==> config.mk <==
export PLATFORM = sky130hd
export DESIGN_NAME = rtc_bus_cycle_engine_flat
export DESIGN_NICKNAME = d
export VERILOG_FILES = /design/src/rtl/rtc_bus_cycle_engine_if.sv /design/src/rtl/rtc_bus_cycle_engine.sv /design/src/flat_wrapper.sv
export SDC_FILE = /design/constraint.sdc
export NUM_CORES = 1
export LEC_CHECK = 0
export BUFFER_PORTS_ARGS = -buffer_cell sky130_fd_sc_hd__buf_4
export CAP_MARGIN = 25
export CORE_ASPECT_RATIO = 0.8
export CORE_MARGIN = 2
export CORE_UTILIZATION = 40
export DETAILED_ROUTE_END_ITERATION = 8
export SYNTH_ARGS = -nofsm -noshare
export SYNTH_HDL_FRONTEND = slang
export SYNTH_SLANG_ARGS = --single-unit
==> constraint.sdc <==
create_clock -name clock -period 3.3 [get_ports clock]
set_input_delay 0.66 -clock clock [delete_from_list [all_inputs] [get_ports clock]]
set_output_delay 0.66 -clock clock [all_outputs]
set_load 0.02 [all_outputs]
==> src/rtl/rtc_bus_cycle_engine_if.sv <==
// rtl/rtc_bus_cycle_engine_if.sv - request and pin bundle between RTC control FSM, cycle engine and chip
interface rtc_bus_cycle_engine_if #(
  parameter int DATA_W  = 8,
  parameter int BURST_W = 3
);
  logic               start;
  logic               rw;
  logic [DATA_W-1:0]  addr;
  logic [BURST_W-1:0] len;
  logic [DATA_W-1:0]  wdata;
  logic               wdata_take;
  logic [DATA_W-1:0]  rdata;
  logic               rdata_valid;
  logic               busy;
  logic               done;
  logic               ADo;
  logic               CSo;
  logic               RDo;
  logic               WRo;
  logic [DATA_W-1:0]  AdressDatao;
  logic [DATA_W-1:0]  AdressDatai;
  logic               bus_oe;

  modport slave (
    input  start, rw, addr, len, wdata, AdressDatai,
    output wdata_take, rdata, rdata_valid, busy, done,
           ADo, CSo, RDo, WRo, AdressDatao, bus_oe
  );

  modport master (
    output start, rw, addr, len, wdata, AdressDatai,
    input  wdata_take, rdata, rdata_valid, busy, done,
           ADo, CSo, RDo, WRo, AdressDatao, bus_oe
  );
endinterface

==> src/rtl/rtc_bus_cycle_engine.sv <==
// rtl/rtc_bus_cycle_engine.sv - multiplexed address/data strobe sequencer for the external RTC chip
module rtc_bus_cycle_engine #(
  parameter int DATA_W  = 8,
  parameter int T_PULSE = 4,
  parameter int T_GAP   = 2,
  parameter int BURST_W = 3
) (
  input  logic                   clock,
  input  logic                   reset,
  rtc_bus_cycle_engine_if.slave  bus
);
  localparam int T_MAX = (T_PULSE > T_GAP) ? T_PULSE : T_GAP;
  localparam int CNT_W = (T_MAX > 1) ? $clog2(T_MAX) : 1;
  localparam logic [CNT_W-1:0] PULSE_LAST = CNT_W'(T_PULSE - 1);
  localparam logic [CNT_W-1:0] GAP_LAST   = CNT_W'(T_GAP - 1);

  typedef enum logic [2:0] {
    S_IDLE,
    S_ADDR,
    S_GAP_A,
    S_DATA,
    S_GAP_D
  } state_t;

  logic [1:0]         rst_sync_q;
  logic               rst_n;

  state_t             state_q;
  logic [CNT_W-1:0]   cnt_q;
  logic               rw_q;
  logic [DATA_W-1:0]  addr_q;
  logic [BURST_W-1:0] rem_q;

  logic               ado_q;
  logic               cso_q;
  logic               rdo_q;
  logic               wro_q;
  logic               oe_q;
  logic [DATA_W-1:0]  dout_q;
  logic [DATA_W-1:0]  rdata_q;
  logic               rvalid_q;
  logic               take_q;
  logic               busy_q;
  logic               done_q;

  // Reset asserts immediately but is released only after two clean clock edges.
  always_ff @(posedge clock or negedge reset) begin
    if (!reset) begin
      rst_sync_q <= 2'b00;
    end else begin
      rst_sync_q <= {rst_sync_q[0], 1'b1};
    end
  end

  assign rst_n = rst_sync_q[1];

  // Phase sequencer; every pin value is produced here so the chip sees only flop outputs.
  always_ff @(posedge clock or negedge rst_n) begin
    if (!rst_n) begin
      state_q  <= S_IDLE;
      cnt_q    <= '0;
      rw_q     <= 1'b0;
      addr_q   <= '0;
      rem_q    <= '0;
      ado_q    <= 1'b1;
      cso_q    <= 1'b1;
      rdo_q    <= 1'b1;
      wro_q    <= 1'b1;
      oe_q     <= 1'b0;
      dout_q   <= '0;
      rdata_q  <= '0;
      rvalid_q <= 1'b0;
      take_q   <= 1'b0;
      busy_q   <= 1'b0;
      done_q   <= 1'b0;
    end else begin
      done_q   <= 1'b0;
      rvalid_q <= 1'b0;
      take_q   <= 1'b0;
      case (state_q)
        S_IDLE: begin
          if (bus.start) begin
            rw_q    <= bus.rw;
            addr_q  <= bus.addr;
            rem_q   <= bus.len;
            state_q <= S_ADDR;
            cnt_q   <= '0;
            busy_q  <= 1'b1;
            cso_q   <= 1'b0;
            ado_q   <= 1'b0;
            wro_q   <= 1'b0;
            rdo_q   <= 1'b1;
            oe_q    <= 1'b1;
            dout_q  <= bus.addr;
          end
        end
        S_ADDR: begin
          if (cnt_q == PULSE_LAST) begin
            state_q <= S_GAP_A;
            cnt_q   <= '0;
            cso_q   <= 1'b1;
            ado_q   <= 1'b1;
            wro_q   <= 1'b1;
            // Reads release the bus early so the chip can turn it around during the gap.
            oe_q    <= ~rw_q;
          end else begin
            cnt_q <= cnt_q + CNT_W'(1);
          end
        end
        S_GAP_A: begin
          if (cnt_q == GAP_LAST) begin
            state_q <= S_DATA;
            cnt_q   <= '0;
            cso_q   <= 1'b0;
            if (rw_q) begin
              rdo_q <= 1'b0;
              oe_q  <= 1'b0;
            end else begin
              // The word is registered on the edge entering DATA so it is on the pins from the first DATA cycle.
              wro_q  <= 1'b0;
              oe_q   <= 1'b1;
              dout_q <= bus.wdata;
              take_q <= 1'b1;
            end
          end else begin
            cnt_q <= cnt_q + CNT_W'(1);
          end
        end
        S_DATA: begin
          if (cnt_q == PULSE_LAST) begin
            state_q <= S_GAP_D;
            cnt_q   <= '0;
            cso_q   <= 1'b1;
            rdo_q   <= 1'b1;
            wro_q   <= 1'b1;
            if (rw_q) begin
              rdata_q  <= bus.AdressDatai;
              rvalid_q <= 1'b1;
            end
          end else begin
            cnt_q <= cnt_q + CNT_W'(1);
          end
        end
        S_GAP_D: begin
          if (cnt_q == GAP_LAST) begin
            cnt_q <= '0;
            if (rem_q == '0) begin
              state_q <= S_IDLE;
              busy_q  <= 1'b0;
              done_q  <= 1'b1;
              oe_q    <= 1'b0;
              dout_q  <= '0;
            end else begin
              rem_q   <= rem_q - BURST_W'(1);
              addr_q  <= addr_q + DATA_W'(1);
              state_q <= S_ADDR;
              cso_q   <= 1'b0;
              ado_q   <= 1'b0;
              wro_q   <= 1'b0;
              rdo_q   <= 1'b1;
              oe_q    <= 1'b1;
              dout_q  <= addr_q + DATA_W'(1);
            end
          end else begin
            cnt_q <= cnt_q + CNT_W'(1);
          end
        end
        default: begin
          state_q <= S_IDLE;
          busy_q  <= 1'b0;
          cso_q   <= 1'b1;
          ado_q   <= 1'b1;
          rdo_q   <= 1'b1;
          wro_q   <= 1'b1;
          oe_q    <= 1'b0;
          dout_q  <= '0;
        end
      endcase
    end
  end

  assign bus.ADo         = ado_q;
  assign bus.CSo         = cso_q;
  assign bus.RDo         = rdo_q;
  assign bus.WRo         = wro_q;
  assign bus.bus_oe      = oe_q;
  assign bus.AdressDatao = dout_q;
  assign bus.rdata       = rdata_q;
  assign bus.rdata_valid = rvalid_q;
  assign bus.wdata_take  = take_q;
  assign bus.busy        = busy_q;
  assign bus.done        = done_q;
endmodule

==> src/flat_wrapper.sv <==
// flat-port wrapper written by rule: the top's interface ports become plain ports
module rtc_bus_cycle_engine_flat 
#(
  parameter int DATA_W  = 8,
  parameter int T_PULSE = 4,
  parameter int T_GAP   = 2,
  parameter int BURST_W = 3
)
  (clock, reset, bus_start, bus_rw, bus_addr, bus_len, bus_wdata, bus_AdressDatai, bus_wdata_take, bus_rdata, bus_rdata_valid, bus_busy, bus_done, bus_ADo, bus_CSo, bus_RDo, bus_WRo, bus_AdressDatao, bus_bus_oe);
  rtc_bus_cycle_engine_if #(.DATA_W(DATA_W), .BURST_W(BURST_W)) bus_i ();
  input  logic clock;
  input  logic reset;
  input wire logic [$bits(bus_i.start)-1:0] bus_start;
  input wire logic [$bits(bus_i.rw)-1:0] bus_rw;
  input wire logic [$bits(bus_i.addr)-1:0] bus_addr;
  input wire logic [$bits(bus_i.len)-1:0] bus_len;
  input wire logic [$bits(bus_i.wdata)-1:0] bus_wdata;
  input wire logic [$bits(bus_i.AdressDatai)-1:0] bus_AdressDatai;
  output wire logic [$bits(bus_i.wdata_take)-1:0] bus_wdata_take;
  output wire logic [$bits(bus_i.rdata)-1:0] bus_rdata;
  output wire logic [$bits(bus_i.rdata_valid)-1:0] bus_rdata_valid;
  output wire logic [$bits(bus_i.busy)-1:0] bus_busy;
  output wire logic [$bits(bus_i.done)-1:0] bus_done;
  output wire logic [$bits(bus_i.ADo)-1:0] bus_ADo;
  output wire logic [$bits(bus_i.CSo)-1:0] bus_CSo;
  output wire logic [$bits(bus_i.RDo)-1:0] bus_RDo;
  output wire logic [$bits(bus_i.WRo)-1:0] bus_WRo;
  output wire logic [$bits(bus_i.AdressDatao)-1:0] bus_AdressDatao;
  output wire logic [$bits(bus_i.bus_oe)-1:0] bus_bus_oe;
  assign bus_i.start = bus_start;
  assign bus_i.rw = bus_rw;
  assign bus_i.addr = bus_addr;
  assign bus_i.len = bus_len;
  assign bus_i.wdata = bus_wdata;
  assign bus_i.AdressDatai = bus_AdressDatai;
  assign bus_wdata_take = bus_i.wdata_take;
  assign bus_rdata = bus_i.rdata;
  assign bus_rdata_valid = bus_i.rdata_valid;
  assign bus_busy = bus_i.busy;
  assign bus_done = bus_i.done;
  assign bus_ADo = bus_i.ADo;
  assign bus_CSo = bus_i.CSo;
  assign bus_RDo = bus_i.RDo;
  assign bus_WRo = bus_i.WRo;
  assign bus_AdressDatao = bus_i.AdressDatao;
  assign bus_bus_oe = bus_i.bus_oe;
  rtc_bus_cycle_engine #(.DATA_W(DATA_W), .T_PULSE(T_PULSE), .T_GAP(T_GAP), .BURST_W(BURST_W)) u_core (.clock(clock), .reset(reset), .bus(bus_i));
endmodule
== Word-level counts from Yosys, hierarchy flattened ==
Index checks and enable logic that the tools add are counted.

* Output and inout bits: 25
* Register bits: 44
* Bits of input ports: 31
* Logic and storage cells: 119

* Reductions and logical operators: 20
* Bitwise operators: 6
* Muxes and demuxes: 57
* Eq/ne operators: 16
* Add/sub/neg operators: 3

{| class="wikitable"
|+ Operators by type and width
! cell !! number
|-
| $mux W8 || 7
|-
| $pmux W8 S4 || 1
|-
| $mux W1 || 28
|-
| $reduce_and A5 Y1 || 5
|-
| $mux W3 || 8
|-
| $pmux W8 S2 || 1
|-
| $pmux W3 S5 || 1
|-
| $ne A2 B1 Y1 const B || 7
|-
| $pmux W1 S4 || 3
|-
| $pmux W1 S5 || 2
|-
| $add A8 B1 Y8 const B || 1
|-
| $reduce_and A4 Y1 || 2
|-
| $reduce_and A7 Y1 || 1
|-
| $eq A3 B2 Y1 const B || 2
|-
| $logic_not A3 Y1 || 2
|-
| $mux W2 || 3
|-
| $ne A2 B2 Y1 const B || 3
|-
| $not A1 Y1 || 6
|-
| $pmux W2 S3 || 1
|-
| $pmux W3 S2 || 1
|-
| $reduce_and A6 Y1 || 1
|-
| $reduce_or A2 Y1 || 3
|-
| $reduce_and A2 Y1 || 2
|-
| $eq A3 B1 Y1 const B || 1
|-
| 10 further kinds || 10
|}

== Longest topological paths before layout ==
* Depth after elaboration: 4
* Depth in mapped cells: 7
* Gate-level depth less buffers: 6

== Worst setup path after synthesis ==
No wires, ideal clock.

* Path kind: in2reg
* Start point: input port bus_start
* End point: register u_core.dout_q[0] (netlist: u_core.bus.AdressDatao[0])
* Slack: 1527 ps
* Buffers on the path: 1
* Stages: 5
* Setup time: 119 ps
* Data required time: 3181 ps
* Data arrival time: 1654 ps
* Path through: or4b_4 > o2111ai_4 > buf_6 > o221ai_1 > o21a_1

* Longest elaborated chain between the ends: 2

{| class="wikitable"
|+ RTL lines
! item !! line !! text
|-
| start, declared || flat_wrapper.sv:13 || <nowiki>input wire logic [$bits(bus_i.start)-1:0] bus_start;</nowiki>
|-
| $ne A2 B2 Y1 (no source line) || -- ||
|-
| $reduce_and A5 Y1 (no source line) || -- ||
|-
| end signal, assigned || rtc_bus_cycle_engine.sv:94 || <nowiki>dout_q <= bus.addr;</nowiki>
|-
| end signal, assigned || rtc_bus_cycle_engine.sv:122 || <nowiki>dout_q <= bus.wdata;</nowiki>
|-
| end signal, assigned || rtc_bus_cycle_engine.sv:162 || <nowiki>dout_q <= addr_q + DATA_W'(1);</nowiki>
|-
| end, declared || rtc_bus_cycle_engine.sv:39 || <nowiki>logic [DATA_W-1:0] dout_q;</nowiki>
|}

Every way passes these cells.
A chain may end at the register's enable or synchronous reset.

== Worst setup path in the final report ==
* Start point: register u_core.state_q[0]
* End point: register u_core.dout_q[5] (netlist: u_core.bus.AdressDatao[5])

* Longest elaborated chain between the ends: 4
* Elaborated cells between the ends (all ways): 13
* Classes of those cells: eq/ne (8); mux (1); bitwise (1); reduce/logical (3)

{| class="wikitable"
|+ RTL lines
! item !! line !! text
|-
| start, declared || rtc_bus_cycle_engine.sv:28 || <nowiki>state_t state_q;</nowiki>
|-
| start signal, assigned || rtc_bus_cycle_engine.sv:60 || <nowiki>state_q <= S_IDLE;</nowiki>
|-
| start signal, assigned || rtc_bus_cycle_engine.sv:86 || <nowiki>state_q <= S_ADDR;</nowiki>
|-
| start signal, assigned || rtc_bus_cycle_engine.sv:99 || <nowiki>state_q <= S_GAP_A;</nowiki>
|-
| $eq A3 B1 Y1 / $eq A3 B2 Y1 (equally long branches) || rtc_bus_cycle_engine.sv:80 || <nowiki>case (state_q)</nowiki>
|-
| $reduce_or A2 Y1 (no source line) || -- ||
|-
| $not A1 Y1 (no source line) || -- ||
|-
| $reduce_and A5 Y1 (no source line) || -- ||
|}

Several ways; a longest one is shown, not always the timed one.

==> out/results.ini <==
[drt]
post-route-drc-count = 0
wl_um = 6310
drt_iter0_drc = 145
wl_per_cell_um = 16.2
vias = 2118
vias_per_cell = 5.44
ant_nets = 0
firstDrtPassIters = 4

[floorplanning]
dieArea_um2 = 7040
die_x_um = 93.3
placementRows = 26
ios = 56
start_util_pct = 40.7
die_h_um = 75.5
core_um2 = 6280

[logic_synthesis]
synth_ff_type = dfrtp_1
synthAdderAreaFrac_pct = 3.33
yosysTopAreaCell = dfrtp_1
synth_top_family_by_area = compound AO/OA/AOI/OAI gates
synthArstFlopShare_pct = 100
ys_seq_elements = 44
yosysWarningCount = 0
synth_xor_area_share_pct = 1.37
synth-edff-count = 0
seq_area_frac_synth_pct = 43.3
syn_inst = 256
yosysTopAreaCellShare_pct = 39.2
synth_compound_area_share_pct = 19.5
synthesis.nets = 293
synth_mux_area_share_pct = 10.9
synth_cell_type_count = 61
synth.area.top_cells = dfrtp_1, mux2_2, mux2i_1
synth-simple-area-share_pct = 16.9
syn_area_per_cell_um2 = 9.97
synth_area_um2 = 2550

[place]
place_congestion = 0.850
dp_hpwl_um = 4470
numPortBuffers = 55

[clock_network]
hold_buffers = 0
clock-sinks = 44
cts_buffer_depth = 2
cts_buffers = 5
cts.clk_slew.worst_paths_ns = 0.09
clk_latency_ns = 0.30
cts_root_buffer = clkbuf_8
ctsResizeCount = 0
htreeDepth = 2
cts_setup_buffers = 0
cts_tree = done

[global_routing]
grt_pass1_vias = 1965
grt_max_degree = 43
overflow = 0
antenna_found_initial = 0
grt_pass1_wl_um = 10000
gr-usage-all-layers_pct = 18.5

[pwr]
powerDensity_nw_per_um2 = 1010
total_power_mw = 3.18
p_leak_nw = 1.37
irDropWorstVdd_uv = 381

[run]
max_cap_viol_count = 0

[worst_setup_path]
reg2reg_depth = 4
critPathKind = flip-flop to flip-flop
critPathLaunchType = flip-flop
worst-path-max-fanout = 23
arrival_ns = 2.47
required_ns = 3.50
endpoint_kind = flip-flop

[timing]
setup_violations = 0
period_share_pct = 68.8
finalHoldViolCount = 0
rsz0062_at_grt = no
finClkSkew_ns = 0.00497
max_freq_mhz = 440
tightest_slew_ns = 0.968
maxSlewViolCount = 0
fin_hold_ws_ns = 0.120
finalCriticalPeriod_ns = 2.27
slew_headroom_pct = 35.4
finalSetupTns_ns = 0

[finish]
areaGrowthSynthToFinish_pct = 23.6
multi_input_area_um2 = 1330
drive_gt1_share_pct = 30.2
seq_area_um2 = 1110
num_antenna_cells = 0
nets = 341
fillCellCount = 587

[min_path]
hp-class = primary input to async pin

[status]
status = completed

==> power by group <==
group,leakage (nW),switching [mW],internal [mW],total [mW]
Clock,0.0784,0.200,0.379,0.579
Sequential,0.522,0.288,0.792,1.08
Combinational,0.774,0.836,0.687,1.52
Total,1.37,1.32,1.86,3.18
==> cells by family after synthesis <==
group           Yosys count
compound gates           73
xor+xnor                  4
fa+ha+maj                 7
buf+inv                  23
flops                    44
mux                      25
other cells               1
simple gates             79
==> metrics by stage <==
| step | setup WS [ns] | instances | cell area (um^2) | util (%) |
|---|---|---|---|---|
| final | 1.03 | 389 | 3150 | 50.2 |
| after CTS | 1.04 | 389 | 3150 | 50.2 |
| after global placement | 1.11 | 381 | 3000 | 47.7 |
| after global routing | 0.907 | 389 | 3150 | 50.2 |
| after floorplan | 1.53 | 256 | 2550 | - |
| after detailed placement | 1.05 | 381 | 3000 | 47.7 |
==> flip-flops by register name, indices dropped and copies added (netlist names), 2 cells and up <==
signal and count:
u_core.addr_q 8, u_core.bus.AdressDatao 8, u_core.bus.rdata 8, u_core.rem_q 3
u_core.state_q 3, u_core.cnt_q 2, u_core.rst_sync_q 2
==> layer usage <==
| layer | GRT usage (%) | share of wire [%] | up-vias | wire length (um) |
|---|---|---|---|---|
| met5 | 0 | 0 | - | 0 |
| met4 | 4.90 | 0.32 | 0 | 20 |
| met3 | 3.76 | 5.5 | 2 | 346 |
| met2 | 27.6 | 43 | 57 | 2690 |
| met1 | 27.5 | 52 | 1020 | 3250 |
| li1 | - | - | 1039 | - |
==> final cells by class <==
cell class | instances | share of cell area, %
clock buffers | 5 | 2.18
inverters | 8 | 0.952
repair buffers | 56 | 13.3
flip-flops and latches | 44 | 35.1
well taps | 84 | 3.33
clock inverters | 3 | 2.86
multi-input cells | 189 | 42.2
==> worst max-delay path, cell delays in order, from the launching register on <==
cell and delay (ns):
dfrtp_1 0.84, or3b_1 0.64, nor3_1 0.12, a211o_1 0.31, mux2_2 0.25
==> cells in the mapped netlist (all sizes together), types with 3 or more instances <==
library cell,count
dfrtp,40
nor2,20
a21oi,19
nand2,19
o21ai,16
mux2,13
buf,12
mux2i,11
inv,8
nand3,8
ha,6
a31oi,5
nor3,5
o21a,5
dfstp,4
nand2b,4
nor2b,4
nor3b,4
o221ai,4
o2bb2ai,4
clkbuf,3
nand4,3
o2111ai,3
==> path summary, 6_finish.rpt <==
kind                       slack (ns)                                    end                            from
max                              1.03  u_core.bus.AdressDatao[5]$_DFFE_PN0P_   u_core.state_q[0]$_DFFE_PN0P_
min                              0.12         u_core.rst_sync_q[0]$_DFF_PN0_                           reset
max reg2reg                      1.03  u_core.bus.AdressDatao[5]$_DFFE_PN0P_   u_core.state_q[0]$_DFFE_PN0P_
min reg2reg                      0.36         u_core.rst_sync_q[1]$_DFF_PN0_  u_core.rst_sync_q[0]$_DFF_PN0_
max in group asynchronous        2.27            u_core.cnt_q[1]$_DFFE_PN0P_  u_core.rst_sync_q[1]$_DFF_PN0_
min in group clock               0.36         u_core.rst_sync_q[1]$_DFF_PN0_  u_core.rst_sync_q[0]$_DFF_PN0_
==> cell usage in the layout (no fill, tap or decap), types with 5 or more instances in the layout <==
cell      netlist  layout
buf_4           0      56
dfrtp_1        40      39
nand2_1        19      19
a21oi_1        19      19
nor2_1         18      18
o21ai_0        16      16
mux2_2         13      13
mux2i_1        11      11
nand3_1         8       8
inv_1           7       7
ha_1            6       6
a31oi_1         5       5
o21a_1          5       5
clkbuf_8        0       5
(Power assumes the default switching activity.)
